### src/rtl/fc_feature_feeder_pkg.sv
// Shared constants, class codes and state encoding for the FC feature feeder
// and the FC stage it drives.
package fc_pkg;

    localparam int FC_N_FEAT  = 64;
    localparam int FC_LANES   = 4;
    localparam int FC_GROUPS  = FC_N_FEAT / FC_LANES;
    localparam int FC_FEAT_W  = 8;
    localparam int FC_IN_W    = 16;
    localparam int FC_SHIFT   = 4;
    localparam int FC_TIMEOUT = 8;

    localparam logic [1:0] CLASS_NORMAL   = 2'd0;
    localparam logic [1:0] CLASS_ABNORMAL = 2'd1;

    typedef enum logic [1:0] {
        ST_FILL,
        ST_STREAM,
        ST_WAIT,
        ST_DRAIN
    } fc_state_e;

    // Counter width helper that never returns 0, so 1-deep counters stay legal.
    function automatic int clog2_min1(input int v);
        return (v <= 2) ? 1 : $clog2(v);
    endfunction

endpackage

### src/rtl/fc_feature_feeder_if.sv
// Upstream feature handshake, FC-stage lanes/flag and result signals of the feeder.
interface fc_feature_feeder_if
    import fc_pkg::*;
#(
    parameter int IN_W  = FC_IN_W,
    parameter int LANES = FC_LANES
);

    logic                                  feat_valid;
    logic signed [IN_W-1:0]                feat_data;
    logic                                  feat_ready;
    logic                                  fc_en;
    logic signed [LANES-1:0][FC_FEAT_W-1:0] fc_in;
    logic                                  fc_flag;
    logic [1:0]                            fc_class;
    logic                                  result_valid;
    logic [1:0]                            result_class;
    logic                                  err;

    modport master (
        input  feat_valid, feat_data, fc_flag, fc_class,
        output feat_ready, fc_en, fc_in, result_valid, result_class, err
    );

    modport slave (
        output feat_valid, feat_data, fc_flag, fc_class,
        input  feat_ready, fc_en, fc_in, result_valid, result_class, err
    );

endinterface

### src/rtl/fc_feature_feeder_requant.sv
// ReLU followed by arithmetic right shift and saturation to the positive range
// of a signed OUT_W-bit value.
module feat_requant #(
    parameter int IN_W  = 16,
    parameter int SHIFT = 4,
    parameter int OUT_W = 8
) (
    input  logic signed [IN_W-1:0] x,
    output logic [OUT_W-1:0]       y
);

    logic signed [IN_W-1:0] sh;

    assign sh = x >>> SHIFT;

    // Any set bit at or above OUT_W-1 means the shifted value exceeds max positive.
    always_comb begin
        y = '0;
        if (x[IN_W-1]) begin
            y = '0;
        end else if (|sh[IN_W-1:OUT_W-1]) begin
            y = {1'b0, {(OUT_W-1){1'b1}}};
        end else begin
            y = sh[OUT_W-1:0];
        end
    end

endmodule

### src/rtl/fc_feature_feeder.sv
// Buffers one frame of requantised features and streams it to the FC stage,
// then collects the FC class result.
//   state  | meaning
//   FILL   | accept features into the buffer
//   STREAM | present one LANES-wide group per cycle to the FC stage
//   WAIT   | hold FC enabled until fc_flag or timeout
//   DRAIN  | FC enable low for one cycle to clear its accumulators
module fc_feature_feeder
    import fc_pkg::*;
#(
    parameter int N_FEAT  = FC_N_FEAT,
    parameter int LANES   = FC_LANES,
    parameter int IN_W    = FC_IN_W,
    parameter int SHIFT   = FC_SHIFT,
    parameter int TIMEOUT = FC_TIMEOUT
) (
    input logic               clk,
    input logic               rst,
    fc_feature_feeder_if.master bus
);

    localparam int GROUPS = N_FEAT / LANES;
    localparam int AW     = clog2_min1(N_FEAT);
    localparam int RW     = clog2_min1(GROUPS);
    localparam int LW     = clog2_min1(LANES);
    localparam int TW     = clog2_min1(TIMEOUT + 1);

    fc_state_e                             state;
    logic [AW-1:0]                         wr_ptr;
    logic [RW-1:0]                         rd_idx;
    logic [TW-1:0]                         tmr;
    logic [FC_FEAT_W-1:0]                  fbuf [N_FEAT];
    logic [FC_FEAT_W-1:0]                  q_feat;
    logic signed [LANES-1:0][FC_FEAT_W-1:0] grp;
    logic                                  accept;

    feat_requant #(
        .IN_W  (IN_W),
        .SHIFT (SHIFT),
        .OUT_W (FC_FEAT_W)
    ) u_requant (
        .x (bus.feat_data),
        .y (q_feat)
    );

    assign accept         = (state == ST_FILL) && bus.feat_valid;
    assign bus.feat_ready = (state == ST_FILL) && !rst;
    assign bus.fc_en      = (state == ST_STREAM) || (state == ST_WAIT);

    // All lanes of a group read in the same cycle, hence a flop array.
    always_comb begin
        grp = '0;
        for (int i = 0; i < LANES; i++) begin
            grp[i] = fbuf[{rd_idx, LW'(i)}];
        end
    end

    assign bus.fc_in = (state == ST_STREAM) ? grp : '0;

    always_ff @(posedge clk) begin
        if (accept) begin
            fbuf[wr_ptr] <= q_feat;
        end
    end

    always_ff @(posedge clk or posedge rst) begin
        if (rst) begin
            state            <= ST_FILL;
            wr_ptr           <= '0;
            rd_idx           <= '0;
            tmr              <= '0;
            bus.result_valid <= 1'b0;
            bus.result_class <= CLASS_NORMAL;
            bus.err          <= 1'b0;
        end else begin
            bus.result_valid <= 1'b0;
            case (state)
                ST_FILL: begin
                    if (bus.feat_valid) begin
                        if (wr_ptr == AW'(N_FEAT - 1)) begin
                            wr_ptr <= '0;
                            rd_idx <= '0;
                            state  <= ST_STREAM;
                        end else begin
                            wr_ptr <= wr_ptr + 1'b1;
                        end
                    end
                end
                ST_STREAM: begin
                    if (rd_idx == RW'(GROUPS - 1)) begin
                        rd_idx <= '0;
                        tmr    <= TW'(TIMEOUT - 1);
                        state  <= ST_WAIT;
                    end else begin
                        rd_idx <= rd_idx + 1'b1;
                    end
                end
                ST_WAIT: begin
                    // A flag arriving on the last timeout cycle still counts as a result.
                    if (bus.fc_flag) begin
                        bus.result_class <= bus.fc_class;
                        bus.result_valid <= 1'b1;
                        state            <= ST_DRAIN;
                    end else if (tmr == '0) begin
                        bus.err <= 1'b1;
                        state   <= ST_DRAIN;
                    end else begin
                        tmr <= tmr - 1'b1;
                    end
                end
                ST_DRAIN: begin
                    state <= ST_FILL;
                end
                default: begin
                    state <= ST_FILL;
                end
            endcase
        end
    end

endmodule
### src/flat_wrapper.sv
// flat-port wrapper written by rule: the top's interface ports become plain ports
module fc_feature_feeder_flat import fc_pkg::*;
#(
    parameter int N_FEAT  = FC_N_FEAT,
    parameter int LANES   = FC_LANES,
    parameter int IN_W    = FC_IN_W,
    parameter int SHIFT   = FC_SHIFT,
    parameter int TIMEOUT = FC_TIMEOUT
)
  (clk, rst, bus_feat_valid, bus_feat_data, bus_fc_flag, bus_fc_class, bus_feat_ready, bus_fc_en, bus_fc_in, bus_result_valid, bus_result_class, bus_err);
  fc_feature_feeder_if #(.IN_W(IN_W), .LANES(LANES)) bus_i ();
  input logic clk;
  input logic rst;
  input wire logic [$bits(bus_i.feat_valid)-1:0] bus_feat_valid;
  input wire logic [$bits(bus_i.feat_data)-1:0] bus_feat_data;
  input wire logic [$bits(bus_i.fc_flag)-1:0] bus_fc_flag;
  input wire logic [$bits(bus_i.fc_class)-1:0] bus_fc_class;
  output wire logic [$bits(bus_i.feat_ready)-1:0] bus_feat_ready;
  output wire logic [$bits(bus_i.fc_en)-1:0] bus_fc_en;
  output wire logic [$bits(bus_i.fc_in)-1:0] bus_fc_in;
  output wire logic [$bits(bus_i.result_valid)-1:0] bus_result_valid;
  output wire logic [$bits(bus_i.result_class)-1:0] bus_result_class;
  output wire logic [$bits(bus_i.err)-1:0] bus_err;
  assign bus_i.feat_valid = bus_feat_valid;
  assign bus_i.feat_data = bus_feat_data;
  assign bus_i.fc_flag = bus_fc_flag;
  assign bus_i.fc_class = bus_fc_class;
  assign bus_feat_ready = bus_i.feat_ready;
  assign bus_fc_en = bus_i.fc_en;
  assign bus_fc_in = bus_i.fc_in;
  assign bus_result_valid = bus_i.result_valid;
  assign bus_result_class = bus_i.result_class;
  assign bus_err = bus_i.err;
  fc_feature_feeder #(.N_FEAT(N_FEAT), .LANES(LANES), .IN_W(IN_W), .SHIFT(SHIFT), .TIMEOUT(TIMEOUT)) u_core (.clk(clk), .rst(rst), .bus(bus_i));
endmodule
### config.mk
export PLATFORM = sky130hd
export DESIGN_NAME = fc_feature_feeder_flat
export DESIGN_NICKNAME = d
export VERILOG_FILES = /design/src/rtl/fc_feature_feeder_pkg.sv /design/src/rtl/fc_feature_feeder_if.sv /design/src/rtl/fc_feature_feeder_requant.sv /design/src/rtl/fc_feature_feeder.sv /design/src/flat_wrapper.sv
export SDC_FILE = /design/constraint.sdc
export NUM_CORES = 1
export LEC_CHECK = 0
export CAP_MARGIN = 30
export CORE_ASPECT_RATIO = 0.7
export CORE_MARGIN = 4
export CORE_UTILIZATION = 50
export DETAILED_ROUTE_END_ITERATION = 16
export GPL_ROUTABILITY_DRIVEN = 0
export HOLD_SLACK_MARGIN = 0.08
export MAX_ROUTING_LAYER = met4
export PLACE_DENSITY = 0.67
export SLEW_MARGIN = 20
export SYNTH_ARGS = -nofsm -noshare
export SYNTH_HDL_FRONTEND = slang
export SYNTH_HIERARCHICAL = 1
export SYNTH_SLANG_ARGS = --single-unit
### constraint.sdc
create_clock -name clk -period 2.3 [get_ports clk]
set_clock_uncertainty 0.15 [all_clocks]
set_input_delay 0.575 -clock clk [delete_from_list [all_inputs] [get_ports clk]]
set_output_delay 0.575 -clock clk [all_outputs]
set_load 0.05 [all_outputs]
==> results <==
- The power density relative to cell area is approximately 1100 nW/um^2.
- The initial utilization of the core area, before any placement, comes to about half.
- sky130_fd_sc_hd__edfxtp_1 is the most common cell in the netlist.
- The area of the mapped netlist is roughly 21000 um^2.
- The clock drives roughly 530 sinks.
- The hold slack is between 0.2 and 0.3 ns.
- In this run the biggest area consumer among cell types represents roughly 72% of the synthesized area.
- The synthesized instance count is approximately 1.2k.
- The most area-hungry cell type in the Yosys netlist is sky130_fd_sc_hd__edfxtp_1.
- The flow ran to the end, but the final reports show violations.
- After clock tree synthesis, the clock-pin slew on the worst setup and hold paths is 0.06 ns.
- The detailed-route wire length on metal 1 is roughly 23000 um.
- Of the total synthesized cell area, the portion taken by full adders, half adders and majority gates is less than 1%.
- The primary flip-flop cell chosen by synthesis mapping is sky130_fd_sc_hd__edfxtp_1.
- The area share of xor/xnor cells in the synthesized design is less than 1%.
- Detailed placement finished with a half-perimeter wire length of 33900 um.
- In this run the standard cell core region covers 41600 um^2.
- The number of H-tree branching levels is 2.
- After synthesis, the most frequently instantiated cells are sky130_fd_sc_hd__edfxtp_1 (512), sky130_fd_sc_hd__mux2i_1 (145), sky130_fd_sc_hd__a22oi_1 (79).
- The die extent in y is around 180 um.
- The peak supply drop is ~630 uV.
- After synthesis, the cell types taking the most area are sky130_fd_sc_hd__edfxtp_1 (72%), sky130_fd_sc_hd__mux2i_1 (6.8%), sky130_fd_sc_hd__mux4_2 (6.8%), sky130_fd_sc_hd__a22oi_1 (2.8%), sky130_fd_sc_hd__dfrtp_1 (2.3%).
- The final cycle utilization of the critical path is 141%.
- The post-layout minimum cycle time is 3.25 ns.
- Entering global routing, the biggest net connects 65 pins.
- The TritonCTS clock tree is built.
- For the worst-skew pair, the clock arrives at the later sink with an insertion delay of between 0.5 and 0.6 ns.
- In this run, synthesis produced a sequential element count of around 530.
- The number of synthesized flops with an enable pin is between 500 and 600.
- STA classifies the critical path startpoint as a flop.
- The total non-filler cell area in the finished layout is ~27000 um^2.
- The leakage power is approximately 0.0088 uW.
- Measured against its own limit, the worst slew margin works out to 58.8%.
- In the routed design, unresolved DRC markers number 0.
- The critical path class is reg -> out.
- The detailed-route wire length per cell is roughly 26 um.
- The highest layer used for signal routing is met4.
- Summing internal, switching and leakage power gives between 30000 and 40000 uW.
- In this run the clock root is driven by a sky130_fd_sc_hd__clkbuf_16.
- The detail-routed via count per cell is around 6.0.
- The data arrival time of the worst path is approximately 2.5 ns.
- By area, the combinational part of the netlist is dominated by multiplexers.
- For this block, the routed nets add up to a little over 50000 um of wire.
- The number of buffers added by the clock tree synthesis step is 49.
- Global routing used between 20% and 30% of the available tracks across all layers.
- The die covers ~46000 um^2.
- In this run, the number of DRC markers left after iteration 0 of detailed routing was 1369.
- Derived from the worst setup path, the maximum achievable clock frequency is around 0.31 GHz.
- Summing the areas of all compound-gate instances in the mapped netlist gives about 4.9% of the synthesized area.
- Setup repair after global routing could not meet its margin everywhere.
- For this run, the number of Yosys warnings is 6.
- For this run the aggregate overflow at the end of global routing stands at 0.
- The initial antenna violation count was 0.
- In the post-route analysis, the smallest setup slack over all paths is -0.947 ns.
- The number of hold-slack violations in the final timing report came to 0.
- The number of max-slew violations in the final report came to 0.
- The number of core rows is 62.
- The first-pass iteration count of the detailed router is 5.
- Of all nets on the critical path, the largest fanout is 17.
- From synthesis to final layout, the design area changed by 25.5%.
- The floorplan step set the die width to approximately 250 um.
- No sink is reached through more buffers than the 3 on the longest clock path.
- STA classifies the critical path endpoint as a primary output.
- The post-route netlist has about a third of its cells at a drive strength greater than 1.
- The reg-to-reg startpoint is u_core/state[1].
- The number of different library cells used by synthesis comes to between 50 and 60.
- The number of global-route vias before repair was 12.0k.
- The max capacitance violation total is 0.
- The detailed-routed wire length on met2 is 23400 um.
- The sequential area share after synthesis is between 70% and 80%.
- The required time of the critical path is ~1.6 ns.
- Summing all placed instances gives a cell area of 24800 um^2.
- The first global-routing pass estimated approximately 77000 um of wire.
- The async set or reset register ratio after synthesis is ~3.8%.
- Setup violations remaining at the end of the flow were counted as 32.
- The actual transition at the worst max-transition pin is a little over 0.6 ns.
- The min-delay analysis places its worst path in the category in -> async.
- The setup check on the worst reg-to-reg path leaves a slack of ~0.1 ns.
- The depth of the most critical reg-to-reg path is 10.
- The number of nets in the synthesized netlist is 1183.
- Multiplexer cells account for about 14% of the synthesized area.
- The final reports fail on setup timing.
- The routed design uses approximately 4100 um of met3 wire.
- The origin of the worst setup path is u_core/rd_idx[0].
- In this run the critical register-to-register path is captured at u_core/fbuf[8][1].
- In this run the tool buffered the top-level ports with 55 buffer cells.
- The synthesized-area fraction occupied by and/or/nand/nor cells is just under 4%.
- The repair_antennas step left the layout with diodes totalling 0.
- The post-synthesis average cell area is approximately 18 um^2.
- Summing over every cut layer, the via total after detailed routing is 12.0k.
- After the last flow step, the layout net total stands at around 1.5k.
- The number of primary I/O pins is 60.
- The number of nets still failing antenna checks after routing is 0.
[worst max-delay path, stage by stage, from the launching register on]
cell and delay, ns:
sky130_fd_sc_hd__dfrtp_4 0.44, sky130_fd_sc_hd__buf_12 0.20, sky130_fd_sc_hd__buf_4 0.19, sky130_fd_sc_hd__mux4_2 0.52
sky130_fd_sc_hd__mux2i_2 0.21, sky130_fd_sc_hd__buf_4 0.16, sky130_fd_sc_hd__o21ai_4 0.06, sky130_fd_sc_hd__buf_12 0.16
[worst max path at each step]
stage	end	slack, ns	depth (start not counted)
floorplan	u_core/fbuf[0][0]	-0.80	2
global placement	bus_fc_in[13]	-0.40	7
detailed placement	bus_fc_in[13]	-0.46	7
CTS	bus_fc_in[8]	-0.97	7
global route	bus_fc_in[26]	-1.01	7
finish	bus_fc_in[1]	-0.95	7
[area by class of cell]
type,count,area [um^2]
clock inverter,22,183
multi-input combinational,540,5490
clock buffer,64,1330
tap,544,681
fill,2861,14800
sequential,532,15900
timing repair buffer,293,3120
inverter,16,62.6
[routing by layer]
layer	GRT usage [%]	up-vias
li1	-	5212
met1	36.4	6201
met2	33.3	495
met3	2.98	66
met4	4.86	0
met5	-	-
[placed cells by master (no fill, tap or decap), types with 3 or more instances in the layout]
cell type,instances
sky130_fd_sc_hd__a21oi_1,5
sky130_fd_sc_hd__a21oi_4,7
sky130_fd_sc_hd__a22oi_1,49
sky130_fd_sc_hd__a22oi_2,31
sky130_fd_sc_hd__buf_12,62
sky130_fd_sc_hd__buf_4,198
sky130_fd_sc_hd__buf_6,8
sky130_fd_sc_hd__bufinv_16,3
sky130_fd_sc_hd__clkbuf_1,13
sky130_fd_sc_hd__clkbuf_16,51
sky130_fd_sc_hd__clkdlybuf4s50_1,17
sky130_fd_sc_hd__clkinv_1,12
sky130_fd_sc_hd__clkinv_2,4
sky130_fd_sc_hd__clkinvlp_4,3
sky130_fd_sc_hd__dfrtp_1,17
sky130_fd_sc_hd__dlygate4sd2_1,4
sky130_fd_sc_hd__edfxtp_1,512
sky130_fd_sc_hd__ha_1,6
sky130_fd_sc_hd__inv_1,12
sky130_fd_sc_hd__mux2_2,4
sky130_fd_sc_hd__mux2i_1,135
sky130_fd_sc_hd__mux2i_2,8
sky130_fd_sc_hd__mux4_2,64
sky130_fd_sc_hd__nand2_1,19
sky130_fd_sc_hd__nand3_1,49
sky130_fd_sc_hd__nand3_2,6
sky130_fd_sc_hd__nand3b_1,3
sky130_fd_sc_hd__nor2_1,71
sky130_fd_sc_hd__nor2b_1,4
sky130_fd_sc_hd__o211ai_1,6
sky130_fd_sc_hd__o211ai_4,11
sky130_fd_sc_hd__o21ai_0,5
sky130_fd_sc_hd__o21ai_2,8
sky130_fd_sc_hd__o21ai_4,8
[state kept, by name, summed over array words and instances, names as in the netlist]
register and count:
u_core/wr_ptr 6, u_core/bus.err 1, u_core/fbuf 512, u_core/bus.result_class 2, u_core/rd_idx 4, u_core/tmr 4, u_core/bus.result_valid 1, u_core/state 2
[cells by family after synthesis]
group | count (synthesis)
other | 1
flip-flops | 532
XOR/XNOR | 3
buffers and inverters | 82
adder cells (fa/ha/maj) | 7
AND/OR/NAND/NOR | 175
multiplexers | 213
AO/OA/AOI/OAI | 141
[per-stage QoR]
stage	instances	util [%]	worst slack, ns	setup TNS (ns)
global placement	1917	59.7	-0.404	-91.68
detailed placement	1917	59.7	-0.459	-105.82
CTS	2009	64.0	-0.972	-29.12
floorplan	1154	-	-0.803	-362.25
finish	2011	64.3	-0.947	-27.89
global route	2011	64.3	-1.01	-30.47
[power by group]
part / total (uW) / switching [uW] / internal (uW)
clock network: 7760 / 3390 / 4380
registers: 11000 / 184 / 10900
logic: 11500 / 6150 / 5370
[what timing repair did]
action                     CTS  global route
hold buffers                 0             0
pin swaps                   11             8
setup endpoints to repair   39            38
gates cloned                 2             0
setup buffers                5             2
resized for setup           51            23
No activity file was read; power rests on OpenSTA's default activity.
